File: src/rtl/axis_cmd_gen_s2mm_if.sv
// Command/status stream bundle between the S2MM command generator and a datamover.
// Both streams use AXI-Stream valid/ready: a beat transfers on a clock edge where
// valid and ready are both high; once valid rises, data holds and valid stays high until that edge.
interface axis_cmd_gen_s2mm_if;
    logic [71:0] m_axis_cmd_tdata;
    logic        m_axis_cmd_tvalid;
    logic        m_axis_cmd_tready;
    logic [7:0]  s_axis_sts_tdata;
    logic        s_axis_sts_tvalid;
    logic        s_axis_sts_tready;

    modport master (
        output m_axis_cmd_tdata,
        output m_axis_cmd_tvalid,
        input  m_axis_cmd_tready,
        input  s_axis_sts_tdata,
        input  s_axis_sts_tvalid,
        output s_axis_sts_tready
    );

    modport slave (
        input  m_axis_cmd_tdata,
        input  m_axis_cmd_tvalid,
        output m_axis_cmd_tready,
        output s_axis_sts_tdata,
        output s_axis_sts_tvalid,
        input  s_axis_sts_tready
    );
endinterface

File: src/rtl/axis_cmd_gen_s2mm.sv
// Generates datamover S2MM write commands that cover a capture buffer in PACKET_SIZE chunks,
// optionally looping as a ring buffer, while bounding the number of commands awaiting status.
module axis_cmd_gen_s2mm #(
    parameter int PACKET_SIZE     = 4096,
    parameter int MAX_OUTSTANDING = 4
) (
    input  logic                       clk,
    input  logic                       rst,
    axis_cmd_gen_s2mm_if.master        axis,
    input  logic                       write_start,
    input  logic                       write_stop,
    input  logic                       wrap_en,
    input  logic [31:0]                base_addr,
    input  logic [31:0]                cap_size,
    output logic                       busy,
    output logic                       done,
    output logic                       err,
    output logic [7:0]                 err_status,
    output logic [31:0]                current_addr,
    output logic [7:0]                 run_cycles,
    output logic [15:0]                cmd_count,
    output logic [1:0]                 state_dbg,
    output logic [7:0]                 outstanding_dbg
);

    localparam int          OW  = $clog2(MAX_OUTSTANDING + 1);
    localparam logic [31:0] PKT = 32'(PACKET_SIZE);

    typedef enum logic [1:0] {
        S_IDLE  = 2'd0,
        S_ISSUE = 2'd1,
        S_DRAIN = 2'd2,
        S_ERR   = 2'd3
    } state_t;

    state_t        state;
    logic          start_q;
    logic [31:0]   base_q;
    logic [31:0]   cap_q;
    logic [31:0]   addr;
    logic [31:0]   remaining;
    logic [3:0]    tag;
    logic [OW-1:0] outstanding;
    logic          stop_pend;
    logic [71:0]   cmd_tdata;
    logic          cmd_tvalid;

    logic          cmd_hs;
    logic          sts_hs;
    logic          sts_bad;
    logic          in_run;
    logic          start_edge;
    logic          cur_eof;
    logic          halt;
    logic          wrap_now;
    logic          hold;
    logic [31:0]   cont_addr;
    logic [31:0]   cont_rem;
    logic [31:0]   src_addr;
    logic [31:0]   src_rem;
    logic [22:0]   src_btt;
    logic          src_eof;
    logic [3:0]    tag_src;
    logic [71:0]   new_cmd;
    logic [OW-1:0] out_next;

    assign axis.m_axis_cmd_tdata  = cmd_tdata;
    assign axis.m_axis_cmd_tvalid = cmd_tvalid;
    assign axis.s_axis_sts_tready = 1'b1;
    assign state_dbg              = state;
    assign outstanding_dbg        = 8'(outstanding);

    assign cmd_hs     = cmd_tvalid & axis.m_axis_cmd_tready;
    assign sts_hs     = axis.s_axis_sts_tvalid;
    assign sts_bad    = sts_hs & (~axis.s_axis_sts_tdata[7] | (|axis.s_axis_sts_tdata[6:4]));
    assign in_run     = (state == S_ISSUE) || (state == S_DRAIN);
    assign start_edge = write_start & ~start_q;
    assign cur_eof    = cmd_tdata[30];
    assign hold       = cmd_tvalid & ~axis.m_axis_cmd_tready;
    // Any stop or error source, including ones arriving this very cycle.
    assign halt       = stop_pend | write_stop | err | sts_bad;
    assign wrap_now   = cmd_hs & cur_eof & wrap_en & ~halt;

    assign cont_addr  = addr + {9'd0, cmd_tdata[22:0]};
    assign cont_rem   = remaining - {9'd0, cmd_tdata[22:0]};

    // Next command is built from post-handshake pointers so commands can go back to back.
    always_comb begin
        src_addr = addr;
        src_rem  = remaining;
        tag_src  = tag;
        if (cmd_hs) begin
            src_addr = wrap_now ? base_q : cont_addr;
            src_rem  = wrap_now ? cap_q  : cont_rem;
            tag_src  = tag + 4'd1;
        end
        src_btt = (src_rem < PKT) ? src_rem[22:0] : PKT[22:0];
        src_eof = (src_rem <= PKT);
        new_cmd = {4'd0, tag_src, src_addr, 1'b0, src_eof, 6'd0, 1'b1, src_btt};
    end

    always_comb begin
        out_next = outstanding;
        if (cmd_hs && !sts_hs) begin
            out_next = outstanding + OW'(1);
        end else if (!cmd_hs && sts_hs && outstanding != '0) begin
            out_next = outstanding - OW'(1);
        end
    end

    always_ff @(posedge clk) begin
        if (rst) begin
            state        <= S_IDLE;
            start_q      <= 1'b0;
            base_q       <= '0;
            cap_q        <= '0;
            addr         <= '0;
            remaining    <= '0;
            tag          <= '0;
            outstanding  <= '0;
            stop_pend    <= 1'b0;
            cmd_tdata    <= '0;
            cmd_tvalid   <= 1'b0;
            busy         <= 1'b0;
            done         <= 1'b0;
            err          <= 1'b0;
            err_status   <= '0;
            current_addr <= '0;
            run_cycles   <= '0;
            cmd_count    <= '0;
        end else begin
            start_q     <= write_start;
            done        <= 1'b0;
            outstanding <= out_next;

            if (sts_bad && in_run) begin
                err <= 1'b1;
                if (!err) err_status <= axis.s_axis_sts_tdata;
            end

            if (cmd_hs) begin
                cmd_tvalid   <= 1'b0;
                addr         <= src_addr;
                remaining    <= src_rem;
                tag          <= tag + 4'd1;
                cmd_count    <= cmd_count + 16'd1;
                current_addr <= cmd_tdata[63:32];
                if (cur_eof) run_cycles <= run_cycles + 8'd1;
            end

            case (state)
                S_IDLE: begin
                    if (start_edge && cap_size != '0) begin
                        base_q    <= base_addr;
                        cap_q     <= cap_size;
                        addr      <= base_addr;
                        remaining <= cap_size;
                        stop_pend <= 1'b0;
                        busy      <= 1'b1;
                        state     <= S_ISSUE;
                    end
                end
                S_ISSUE: begin
                    if (write_stop) stop_pend <= 1'b1;
                    // A presented command is never withdrawn; decisions wait for its handshake.
                    if (!hold) begin
                        if (halt || (cmd_hs && cur_eof && !wrap_now)) begin
                            state <= S_DRAIN;
                        end else if (out_next < OW'(MAX_OUTSTANDING)) begin
                            cmd_tvalid <= 1'b1;
                            cmd_tdata  <= new_cmd;
                        end
                    end
                end
                S_DRAIN: begin
                    if (outstanding == '0) begin
                        busy <= 1'b0;
                        if (err || sts_bad) begin
                            state <= S_ERR;
                        end else begin
                            state <= S_IDLE;
                            done  <= 1'b1;
                        end
                    end
                end
                S_ERR: begin
                    state <= S_ERR;
                end
                default: state <= S_IDLE;
            endcase
        end
    end

endmodule

File: src/flat_wrapper.sv
// flat-port wrapper written by rule: the top's interface ports become plain ports
module axis_cmd_gen_s2mm_flat 
#(
    parameter int PACKET_SIZE     = 4096,
    parameter int MAX_OUTSTANDING = 4
)
  (clk, rst, write_start, write_stop, wrap_en, base_addr, cap_size, busy, done, err, err_status, current_addr, run_cycles, cmd_count, state_dbg, outstanding_dbg, axis_m_axis_cmd_tdata, axis_m_axis_cmd_tvalid, axis_m_axis_cmd_tready, axis_s_axis_sts_tdata, axis_s_axis_sts_tvalid, axis_s_axis_sts_tready);
  axis_cmd_gen_s2mm_if axis_i ();
  input  logic clk;
  input  logic rst;
  input  logic write_start;
  input  logic write_stop;
  input  logic wrap_en;
  input  logic [31:0] base_addr;
  input  logic [31:0] cap_size;
  output logic busy;
  output logic done;
  output logic err;
  output logic [7:0] err_status;
  output logic [31:0] current_addr;
  output logic [7:0] run_cycles;
  output logic [15:0] cmd_count;
  output logic [1:0] state_dbg;
  output logic [7:0] outstanding_dbg;
  output wire logic [$bits(axis_i.m_axis_cmd_tdata)-1:0] axis_m_axis_cmd_tdata;
  output wire logic [$bits(axis_i.m_axis_cmd_tvalid)-1:0] axis_m_axis_cmd_tvalid;
  input wire logic [$bits(axis_i.m_axis_cmd_tready)-1:0] axis_m_axis_cmd_tready;
  input wire logic [$bits(axis_i.s_axis_sts_tdata)-1:0] axis_s_axis_sts_tdata;
  input wire logic [$bits(axis_i.s_axis_sts_tvalid)-1:0] axis_s_axis_sts_tvalid;
  output wire logic [$bits(axis_i.s_axis_sts_tready)-1:0] axis_s_axis_sts_tready;
  assign axis_m_axis_cmd_tdata = axis_i.m_axis_cmd_tdata;
  assign axis_m_axis_cmd_tvalid = axis_i.m_axis_cmd_tvalid;
  assign axis_i.m_axis_cmd_tready = axis_m_axis_cmd_tready;
  assign axis_i.s_axis_sts_tdata = axis_s_axis_sts_tdata;
  assign axis_i.s_axis_sts_tvalid = axis_s_axis_sts_tvalid;
  assign axis_s_axis_sts_tready = axis_i.s_axis_sts_tready;
  axis_cmd_gen_s2mm #(.PACKET_SIZE(PACKET_SIZE), .MAX_OUTSTANDING(MAX_OUTSTANDING)) u_core (.clk(clk), .rst(rst), .axis(axis_i), .write_start(write_start), .write_stop(write_stop), .wrap_en(wrap_en), .base_addr(base_addr), .cap_size(cap_size), .busy(busy), .done(done), .err(err), .err_status(err_status), .current_addr(current_addr), .run_cycles(run_cycles), .cmd_count(cmd_count), .state_dbg(state_dbg), .outstanding_dbg(outstanding_dbg));
endmodule
File: config.mk
export PLATFORM = sky130hd
export DESIGN_NAME = axis_cmd_gen_s2mm_flat
export DESIGN_NICKNAME = d
export VERILOG_FILES = /design/src/rtl/axis_cmd_gen_s2mm_if.sv /design/src/rtl/axis_cmd_gen_s2mm.sv /design/src/flat_wrapper.sv
export SDC_FILE = /design/constraint.sdc
export NUM_CORES = 1
export LEC_CHECK = 0
export BUFFER_PORTS_ARGS = -buffer_cell sky130_fd_sc_hd__buf_4
export CORE_MARGIN = 1
export CORE_UTILIZATION = 59
export CTS_BUF_LIST = sky130_fd_sc_hd__clkbuf_4 sky130_fd_sc_hd__clkbuf_8
export DETAILED_ROUTE_END_ITERATION = 6
export PLACE_DENSITY = 0.83
export REMOVE_ABC_BUFFERS = 1
export SYNTH_ARGS = -nofsm -noshare
export SYNTH_HDL_FRONTEND = slang
export SYNTH_SLANG_ARGS = --single-unit
File: constraint.sdc
create_clock -name clk -period 4.5 [get_ports clk]
set_input_delay 1.35 -clock clk [delete_from_list [all_inputs] [get_ports clk]]
set_output_delay 1.35 -clock clk [all_outputs]
set_load 0.005 [all_outputs]
* After elaboration in Yosys (flattened, before gate mapping)
Cells that the tools add are included.
Widths: inputs -> output; s select.
** Word-level totals
- Flip-flop bits (word level) :: 268
- Bits of input ports :: 79
- Output and inout port bits :: 151
- Logic and storage cells :: 116
** Cells by class
- Add/subtract/negate cells :: 7
- Order comparisons :: 3
- Equality and inequality tests :: 8
- Muxes and demuxes :: 32
- Bitwise gates (word level) :: 20
- Reduce and logical (&&, ||, !) cells :: 28
** Operators with widths (count)
- $mux 32 :: 10
- $add 32x23->32 :: 1
- $le 32x13->1 const B :: 1
- $lt 32x13->1 const B :: 1
- $reduce_bool 32->1 :: 1
- $sub 32x23->32 :: 1
- $mux 23 :: 1
- $add 16x1->16 const B :: 1
- $mux 1 :: 10
- $mux 2 :: 5
- $not 1->1 :: 9
- $add 8x1->8 const B :: 1
- $ne 2x2->1 const B :: 4
- $pmux 2 s4 :: 1
- $reduce_and 4->1 :: 2
- $and 1x1->1 :: 7
- $logic_and 1x1->1 :: 7
- $mux 3 :: 2
- $reduce_and 2->1 :: 3
- $reduce_and 3->1 :: 2
- $reduce_or 3->1 :: 2
- $add 4x1->4 const B :: 1
- $eq 2x2->1 const B :: 2
- $mux 4 :: 1
- other kinds (13) :: 22

* Longest topological paths before layout
Gate-level depths: netlist of the first run.
- Word-level depth :: 12
- Mapped depth :: 14
- Gate-level depth less buffers :: 13

* Worst setup path before layout of the first run
No wires, ideal clock.
- Path kind :: input to register
- Start :: input axis_s_axis_sts_tdata[4]
- End :: register u_core.cmd_tdata[12] (netlist: u_core.axis.m_axis_cmd_tdata[12])
- Setup time :: 0.119 ns
- Data arrival time :: 3.626 ns
- Path slack :: 0.755 ns
- Cell stages on the path :: 9
- Cell sequence :: or4b_4 a2111o_1 nand2_4 nor2_1 o21a_1 a221o_1 nor4_2 nand4_2 o221a_2
** Between the ends
- Word-level cells in the longest chain between the ends :: 11
- Elaborated cells on any way between the ends :: 15
** RTL lines
- from (decl) :: RTL line flat_wrapper.sv:28 : input wire logic [$bits(axis_i.s_axis_sts_tdata)-1:0] axis_s_axis_sts_tdata;
- $reduce_or 3->1 (*) :: RTL line axis_cmd_gen_s2mm.sv:75 : assign sts_bad = sts_hs & (~axis.s_axis_sts_tdata[7] | (|axis.s_axis_sts_tdata[6:4]));
- $or 1x1->1 (*) :: RTL line axis_cmd_gen_s2mm.sv:75
- $and 1x1->1 (*) :: RTL line axis_cmd_gen_s2mm.sv:75
- $or 1x1->1 (*) :: RTL line axis_cmd_gen_s2mm.sv:81 : assign halt = stop_pend | write_stop | err | sts_bad;
- parallel branches: the longest is 7 deep, another holds $lt 32x13->1
- to (signal assigned) :: RTL line axis_cmd_gen_s2mm.sv:171 : cmd_tdata <= new_cmd;
- to (decl) :: RTL line axis_cmd_gen_s2mm.sv:45 : logic [71:0] cmd_tdata;
Every way passes the cells marked *.
A chain may end at the register's enable or synchronous reset.

* Worst setup path in the final report of the first run
- Start :: register u_core.cmd_tdata[21] (netlist: u_core.axis.m_axis_cmd_tdata[21])
- End :: register u_core.cmd_tdata[1] (netlist: u_core.axis.m_axis_cmd_tdata[1])
** Between the ends
- Word-level cells in the longest chain between the ends :: 5
** RTL lines
- $sub 32x23->32 :: RTL line axis_cmd_gen_s2mm.sv:85 : assign cont_rem = remaining - {9'd0, cmd_tdata[22:0]};
- $mux 32 :: RTL line axis_cmd_gen_s2mm.sv:94 : src_rem = wrap_now ? cap_q : cont_rem;
- $mux 32 :: RTL line axis_cmd_gen_s2mm.sv:92 : if (cmd_hs) begin
- $lt 32x13->1 :: RTL line axis_cmd_gen_s2mm.sv:97 : src_btt = (src_rem < PKT) ? src_rem[22:0] : PKT[22:0];
- $mux 23 :: RTL line axis_cmd_gen_s2mm.sv:97
Every way passes these cells.

==> results.py, run 1 <==
metrics = {
    "clock_network": {
        "cts_resized": 0,
        "cts_buffers": 44,
        "htree_levels": 2,
        "clockBufferDepth": 3,
        "clk_pin_slew_ns": 0.06,
        "clkSinkCount": 268,
        "hold_buffers": 0,
        "root_buffer": "clkbuf_8",
        "clock_latency_ns": 0.57,
        "postCtsSetupRepairBufs": 0,
        "cts_tree": "yes",
    },
    "floorplanning": {
        "core_sq_mm": 0.0228,
        "die_w_microns": 155,
        "io_pins": 230,
        "start_util_pct": 60.6,
        "dieArea_sq_mm": 0.0241,
        "chipHeight_microns": 155,
        "rows": 55,
    },
    "global_route": {
        "grt_usage_pct": 33.8,
        "grt_max_degree": 93,
        "grt_overflow": 0,
        "grt_pass1_vias": 12919,
        "grt_pass1_wl_mm": 65.5,
        "antenna_found_initial": 0,
    },
    "finish": {
        "diodes": 0,
        "syn_to_final_growth_pct": 20.1,
        "drive_above_1_share_pct": 18.6,
        "instances_no_fill": 2304,
        "fin_nets": 2097,
        "final_common_cell": "nand2_1",
        "layout_common_cells": "nand2_1, dfxtp_1, buf_4",
    },
    "synth": {
        "ys_ff_latch": 268,
        "synthCells": 1774,
        "yosys_warnings": 0,
        "synth_cell_types": 80,
        "ys_seq_area_share_pct": 38.7,
        "syn_avg_cell_area_sq_um": 7.81,
        "synth_edf_count": 0,
        "syn_area_sq_mm": 0.0139,
        "async_flop_share_pct": 0,
        "ys.flop_type": "dfxtp_1",
        "synth_area_leaders": "dfxtp_1, nand2_1, a21oi_1, ha_1, nor2_1",
        "yosys.area.top_type": "dfxtp_1",
        "synth_top_area_share_pct": 38.7,
    },
    "worst_setup_path": {
        "rrSetupSlack_ns": 0.42,
        "cp.arrival_ns": 4.55,
        "startpoint_type": "flop",
        "cp-end-kind": "flop",
        "worstPathMaxFanout": 10,
        "crit_type": "flop to flop",
        "required_ns": 4.97,
    },
    "routing": {
        "dr.first_iter.drc_count": 1213,
        "ant_nets": 0,
        "vias": 13837,
        "drc": 0,
        "vias_per_cell": 6.01,
        "routed_wl_mm": 41.2,
        "drt_pass1_iterations": 6,
        "wire_per_inst_microns": 17.9,
    },
    "timing": {
        "setup_ws_ns": 0.421,
        "hold_viol_final": 0,
        "slew-limit-headroom_pct": 36.5,
        "setup_viol": 0,
        "setup_tns_ns": 0,
        "finalCriticalPeriod_ns": 4.08,
        "fin_crit_sh_pct": 90.7,
        "tightestPinTransition_ns": 0.953,
        "fin_worst_skew_ns": 0.0289,
        "fmax_ghz": 0.245,
        "rsz0062_at_grt": "no",
        "hold_slack_ns": 0.452,
        "drv_slew": 0,
    },
    "place": {
        "place_hpwl_mm": 28.9,
        "post-place-ws_ns": 0.0427,
        "dp_cells": 2226,
        "gp_congestion": 0.961,
        "io_buffer_count": 212,
    },
    "pwr": {
        "power_w": 0.00786,
        "power.density_mw_per_mm2": 473,
        "leakage_nw": 6.84,
        "irDropWorstVdd_uv": 299,
    },
    "worst_hold_path": {
        "min_path_type": "flop to flop",
    },
    "flow_run": {
        "drv_cap": 0,
    },
    "outcome": {
        "status": "complete, no violations",
    },
}
==> layer usage <==
metal	global-route usage, %	part of all wire [%]	up-vias
met2	55.1	46	640
li1	-	-	6604
met3	5.43	8.1	107
met1	44.1	42	6486
met4	15.5	3.9	0
met5	0	0	-
==> final cells by class <==
cell class	instances	area (sq um)
multi-input combinational	1353	7830
sequential	268	5370
inverter	44	165
clock inverter	12	98.8
timing repair buffer	248	1930
clock buffer	66	852
tap	313	392
fill	1851	6210
==> synth_stat cells (12+ instances only) <==
cell type / instances
nand2_1: 341
dfxtp_1: 268
a21oi_1: 230
nor2_1: 139
clkbuf_1: 76
o21ai_0: 65
ha_1: 57
inv_1: 44
nor3_1: 41
nand3_1: 34
a211oi_1: 33
xnor2_1: 29
xor2_1: 27
and3_1: 22
or3_1: 22
a21o_1: 21
a31oi_1: 21
nor4_1: 20
buf_1: 19
buf_4: 19
o21a_1: 19
nand4_1: 18
a22o_1: 13
mux2i_1: 13
nor2b_1: 13
o211ai_1: 12
==> power breakdown <==
group,leakage [nW],internal (W),switching [W]
Clock,0.506,0.00128,0.00101
Combinational,4.15,0.00109,0.00164
Sequential,2.18,0.00264,0.000215
==> logic make-up after synthesis <==
logic type      Yosys count  synth area share, %
simple gates            692                 22.5
xor+xnor                 56                 3.54
flops                   268                 38.7
buf+inv                 168                 5.44
fa+ha+maj                59                 5.44
mux                      13                0.939
other cells               2               0.0542
compound gates          516                 23.4
==> flip-flops by register name, indices dropped and copies added (netlist names), 8 cells and up <==
signal,cells
u_core.axis.m_axis_cmd_tdata,61
u_core.addr,32
u_core.base_q,32
u_core.cap_q,32
u_core.current_addr,32
u_core.remaining,32
u_core.cmd_count,16
u_core.err_status,8
u_core.run_cycles,8
==> stage by stage <==
step           util (%)  instance area [sq um]
2_1_floorplan         -                  13300
3_3_place_gp       68.7                  15700
3_5_place_dp       68.7                  15700
4_1_cts            72.8                  16600
5_1_grt            72.8                  16600
6_report           72.8                  16600
==> critical path, stage by stage (launching register included) <==
cell and delay [ns]:
dfxtp_1 0.46, inv_1 0.09, ha_1 0.41, a21oi_1 0.28, o21bai_1 0.21, or4_1 0.50
nor4_1 0.44, o31ai_1 0.16, a221o_1 0.34, nor4_2 0.34, nand4_2 0.32, buf_12 0.26
o21ai_0 0.16
==> worst paths after layout <==
kind,cells after the start,end,startpoint
max,12,u_core.axis.m_axis_cmd_tdata[1],u_core.axis.m_axis_cmd_tdata[21]
min,2,u_core.current_addr[26],u_core.current_addr[26]
max reg2reg,12,u_core.axis.m_axis_cmd_tdata[1],u_core.axis.m_axis_cmd_tdata[21]
min reg2reg,2,u_core.current_addr[26],u_core.current_addr[26]
Note: power is estimated with default switching activity, not from simulation.
==> run 2: changes to the inputs <==
RECOVER_POWER = 50   (was unset)
==> results.py, run 2 (same netlist as run 1, synthesis figures left out) <==
metrics = {
    "outcome": {
        "status": "complete, but fails checks",
        "violations": "DRC, capacitance limit, slew limit",
    },
    "finish": {
        "regArea_sq_mm": 0.00537,
        "syn_to_final_growth_pct": 19.7,
        "layout_common_cells": "nand2_1, dfxtp_1, a21oi_1",
        "instances_no_fill": 2304,
        "multi_input_comb_area_sq_mm": 0.00783,
        "fin_nets": 2097,
        "n_fill_cell": 1871,
        "drive_above_1_share_pct": 18.1,
        "diodes": 0,
        "final_common_cell": "nand2_1",
        "largest_reg_flops": 61,
        "fin_area_sq_mm": 0.0166,
    },
    "worst_setup_path": {
        "required_ns": 4.97,
        "crit_type": "flop to flop",
        "cp-end-kind": "flop",
        "worstPathMaxFanout": 10,
        "crit_slowest_cell": "or4_1",
        "path_cells": "inv_1, ha_1, a21oi_1, o21bai_1, or4_1, nor4_1, o31ai_1, a221o_1, nor4_2, nand4_2, buf_12, o21ai_0",
        "startpoint_type": "flop",
        "cp.arrival_ns": 4.51,
        "cpPeakStageDelay_ns": 0.50,
    },
    "routing": {
        "dr.first_iter.drc_count": 1151,
        "routed_wl_mm": 41.1,
        "vias": 13818,
        "met1_length_mm": 17.4,
        "vias_per_cell": 6.00,
        "topRoutingLayerUsed": "met4",
        "drc": 9,
        "ant_nets": 0,
        "dr_wl_met2_mm": 19.0,
        "drt_pass1_iterations": 7,
        "wl_met3_mm": 3.02,
        "wire_per_inst_microns": 17.8,
    },
    "floorplanning": {
        "rows": 55,
        "die_w_microns": 155,
        "dieArea_sq_mm": 0.0241,
        "chipHeight_microns": 155,
        "core_sq_mm": 0.0228,
        "io_pins": 230,
        "start_util_pct": 60.6,
    },
    "place": {
        "place_area_sq_mm": 0.0157,
        "io_buffer_count": 212,
        "gp_congestion": 0.961,
        "place_hpwl_mm": 28.9,
        "dp_cells": 2226,
    },
    "clock_network": {
        "hold_buffers": 0,
        "root_buffer": "clkbuf_8",
        "cts_buffers": 44,
        "postCtsSetupRepairBufs": 0,
        "clkSinkCount": 268,
        "htree_levels": 2,
        "cts_tree": "yes",
        "clockBufferDepth": 3,
        "clk_pin_slew_ns": 0.06,
        "clock_latency_ns": 0.57,
        "cts_resized": 0,
    },
    "timing": {
        "fin_crit_sh_pct": 89.8,
        "tightestPinTransition_ns": 1.84,
        "fin_worst_skew_ns": 0.0324,
        "finalCriticalPeriod_ns": 4.04,
        "hold_slack_ns": 0.451,
        "rsz0062_at_grt": "no",
        "drv_slew": 89,
        "fmax_ghz": 0.247,
        "setup_tns_ns": 0,
        "setup_viol": 0,
        "hold_viol_final": 0,
        "slew-limit-headroom_pct": -22.4,
    },
    "global_route": {
        "grt_overflow": 0,
        "grt_pass1_wl_mm": 65.5,
        "grt_pass1_vias": 12919,
        "grt_usage_pct": 33.8,
        "antenna_found_initial": 0,
        "grt_max_degree": 93,
    },
    "flow_run": {
        "drv_cap": 1,
    },
    "pwr": {
        "leakage_nw": 6.72,
        "irDropWorstVdd_uv": 298,
        "power.density_mw_per_mm2": 473,
    },
    "worst_hold_path": {
        "min_path_type": "flop to flop",
    },
}
run 2: worst max-delay path: cells and delay by family, from the launching register on:
family / cells / cell delay [ns]
AOI/OAI and AO/OA: 5 / 1.15
and+or+nand+nor: 4 / 1.56
buffers and inverters: 2 / 0.35
DFF: 1 / 0.46
adders and majority gates: 1 / 0.41
run 2: report_power, final:
part / internal, W / switching (W)
Combinational: 0.00108 / 0.00163
Clock: 0.00128 / 0.00100
Sequential: 0.00264 / 0.000214
Total: 0.00500 / 0.00285
run 2: final cells by class:
type	instances	share of cell area (%)
clock buffers	66	5.14
clock inverters	12	0.596
inverters	44	0.996
multi-input cells	1353	47.2
flip-flops and latches	268	32.3
well taps	313	2.36
repair buffers	248	11.3
run 2: metrics by stage:
step                      power [W]  utilization, %  worst slack [ns]
after floorplan             0.00465               -             -2.32
after global placement      0.00552            68.7             0.140
after detailed placement    0.00555            68.7            0.0427
after CTS                   0.00783            72.8             0.583
after global routing        0.00827            72.6             0.248
final                       0.00785            72.6             0.457
run 2: path summary, 6_finish.rpt:
| check | start | end | slack (ns) | cells past startpoint |
|---|---|---|---|---|
| setup / recovery | u_core.axis.m_axis_cmd_tdata[21] | u_core.axis.m_axis_cmd_tdata[1] | 0.46 | 12 |
| hold / removal | u_core.current_addr[26] | u_core.current_addr[26] | 0.45 | 2 |
| setup reg to reg | u_core.axis.m_axis_cmd_tdata[21] | u_core.axis.m_axis_cmd_tdata[1] | 0.46 | 12 |
| hold reg to reg | u_core.current_addr[26] | u_core.current_addr[26] | 0.45 | 2 |
run 2: layer usage:
layer  vias up  track usage (%)
met5         -                0
met1      6484             44.1
met2       617             55.1
met3       111             5.43
li1       6606                -
met4         0             15.5
==> run 3: changes to the inputs <==
CORE_ASPECT_RATIO = 1.4   (was unset)
SKIP_CTS_REPAIR_TIMING = 1   (was unset)
==> results.py, run 3 (same netlist as run 1, synthesis figures left out) <==
metrics = {
    "outcome": {
        "status": "complete, but fails checks",
        "violations": "capacitance limit, slew limit",
    },
    "clock_network": {
        "root_buffer": "clkbuf_8",
        "clockBufferDepth": 3,
        "cts_tree": "yes",
        "clkSinkCount": 268,
        "cts_buffers": 41,
        "htree_levels": 2,
        "clock_latency_ns": 0.58,
        "clk_pin_slew_ns": 0.07,
    },
    "routing": {
        "drc": 0,
        "vias_per_cell": 6.00,
        "drt_pass1_iterations": 5,
        "wire_per_inst_microns": 18.2,
        "dr.first_iter.drc_count": 1053,
        "routed_wl_mm": 41.7,
        "vias": 13726,
        "ant_nets": 0,
    },
    "finish": {
        "largest_reg_flops": 61,
        "multi_input_comb_area_sq_mm": 0.00782,
        "n_fill_cell": 1920,
        "diodes": 0,
        "fin_area_sq_mm": 0.0165,
        "regArea_sq_mm": 0.00537,
        "fin_nets": 2091,
        "syn_to_final_growth_pct": 18.8,
        "drive_above_1_share_pct": 18.0,
        "final_common_cell": "nand2_1",
        "layout_common_cells": "nand2_1, dfxtp_1, a21oi_1",
    },
    "global_route": {
        "grt_max_degree": 204,
        "grt_overflow": 0,
        "grt_usage_pct": 34.2,
        "antenna_found_initial": 0,
        "grt_pass1_wl_mm": 66.5,
        "grt_pass1_vias": 13071,
    },
    "floorplanning": {
        "core_sq_mm": 0.0231,
        "io_pins": 230,
        "dieArea_sq_mm": 0.0241,
        "start_util_pct": 59.9,
        "rows": 66,
        "chipHeight_microns": 183,
        "die_w_microns": 132,
    },
    "place": {
        "post-place-ws_ns": 0.293,
        "place_hpwl_mm": 29.3,
        "gp_congestion": 1.00,
        "place_area_sq_mm": 0.0157,
        "io_buffer_count": 212,
    },
    "worst_setup_path": {
        "cp.arrival_ns": 4.61,
        "crit_type": "input pin to flop",
        "crit_cells": 11,
        "required_ns": 4.96,
        "timing.rr.end": "u_core.axis.m_axis_cmd_tdata[30]",
        "path_buf_inv": 2,
        "path_cells": "clkbuf_1, and2_0, and3_1, o211ai_1, o32a_1, a31oi_1, nor3_1, nor4_2, nand4_2, buf_12, o31ai_1",
        "endpoint": "u_core.axis.m_axis_cmd_tdata[30]",
        "reg2reg_from": "u_core.axis.m_axis_cmd_tdata[0]",
        "rrSetupSlack_ns": 0.60,
        "crit_slowest_cell": "and2_0",
        "worstPathMaxFanout": 16,
        "cp-end-kind": "flop",
        "startpoint_type": "input pin",
        "critPathLaunch": "axis_m_axis_cmd_tready",
        "cpPeakStageDelay_ns": 1.00,
        "ff2ff_path_depth": 13,
        "path_delay_family": "simple AND/OR/NAND/NOR gates",
    },
    "timing": {
        "hold_viol_final": 0,
        "rsz0062_at_grt": "no",
        "tightestPinTransition_ns": 2.35,
        "fmax_ghz": 0.241,
        "setup_viol": 0,
        "slew-limit-headroom_pct": -56.6,
        "fin_worst_skew_ns": 0.0402,
        "drv_slew": 204,
        "hold_slack_ns": 0.452,
        "setup_ws_ns": 0.352,
        "fin_crit_sh_pct": 92.2,
        "setup_tns_ns": 0,
        "finalCriticalPeriod_ns": 4.15,
    },
    "pwr": {
        "pwr-share-comb_pct": 35.9,
        "p_clk_share_pct": 26.9,
        "share_seq_of_total_power_pct": 37.2,
        "power_switching_share_pct": 37.6,
        "p_switching_w": 0.00288,
        "irDropWorstVdd_uv": 367,
        "power.internal_w": 0.00479,
        "power.density_mw_per_mm2": 466,
        "leakage_nw": 6.67,
    },
    "flow_run": {
        "drv_cap": 1,
    },
    "worst_hold_path": {
        "min_path_type": "flop to flop",
    },
}
## run 3: final cells by class
type                            count  area share (%)
Clock buffer                       58            4.58
Clock inverter                     15           0.502
Inverter                           44            1.00
Multi-Input combinational cell   1353            47.5
Sequential cell                   268            32.6
Tap cell                          306            2.33
Timing Repair Buffer              245            11.5
## run 3: power by group through the flow
stage	registers, W	logic [W]	clock network [W]
2_1_floorplan	0.00284	0.00181	0
3_3_place_gp	0.00289	0.00269	0
3_5_place_dp	0.00290	0.00270	0
4_1_cts	0.00285	0.00272	0.00209
5_1_grt	0.00288	0.00299	0.00219
6_report	0.00286	0.00275	0.00206
## run 3: per-stage QoR
| step | utilization [%] | total power, W | instances |
|---|---|---|---|
| 3_3_place_gp | 67.7 | 0.00558 | 2216 |
| 3_5_place_dp | 67.7 | 0.00560 | 2216 |
| 4_1_cts | 71.3 | 0.00766 | 2289 |
| 5_1_grt | 71.2 | 0.00806 | 2289 |
| 6_report | 71.2 | 0.00767 | 2289 |
| 2_1_floorplan | - | 0.00465 | 1665 |
## run 3: worst register-to-register path: stages, from the launching register on
cell	delay (ns)
dfxtp_1	0.37
ha_1	0.25
fa_1	0.38
and2b_1	0.24
o31a_1	0.26
o21ai_2	0.17
a211o_1	0.43
a21oi_2	0.33
mux2i_1	0.12
a221o_1	0.33
nor4_1	0.30
nand4_2	0.22
buf_12	0.21
o31ai_1	0.19
## run 3: worst min path at each step
stage                                         end  depth (start not counted)                    start  slack, ns
after floorplan                 u_core.base_q[20]                          2        u_core.base_q[20]       0.43
after global placement          u_core.base_q[17]                          2        u_core.base_q[17]       0.44
after detailed placement         u_core.cap_q[15]                          2         u_core.cap_q[15]       0.45
after CTS                        u_core.cap_q[15]                          2         u_core.cap_q[15]       0.46
after global routing      u_core.current_addr[25]                          2  u_core.current_addr[25]       0.47
final                     u_core.current_addr[24]                          2  u_core.current_addr[24]       0.45
## run 3: per-layer routing
metal  vias up  part of all wire (%)  track usage [%]
met5         -                     0                0
met4         0                   5.5             21.3
met3       121                   5.5             4.64
met2       531                    50             60.1
met1      6486                    39             39.3
li1       6588                     -                -
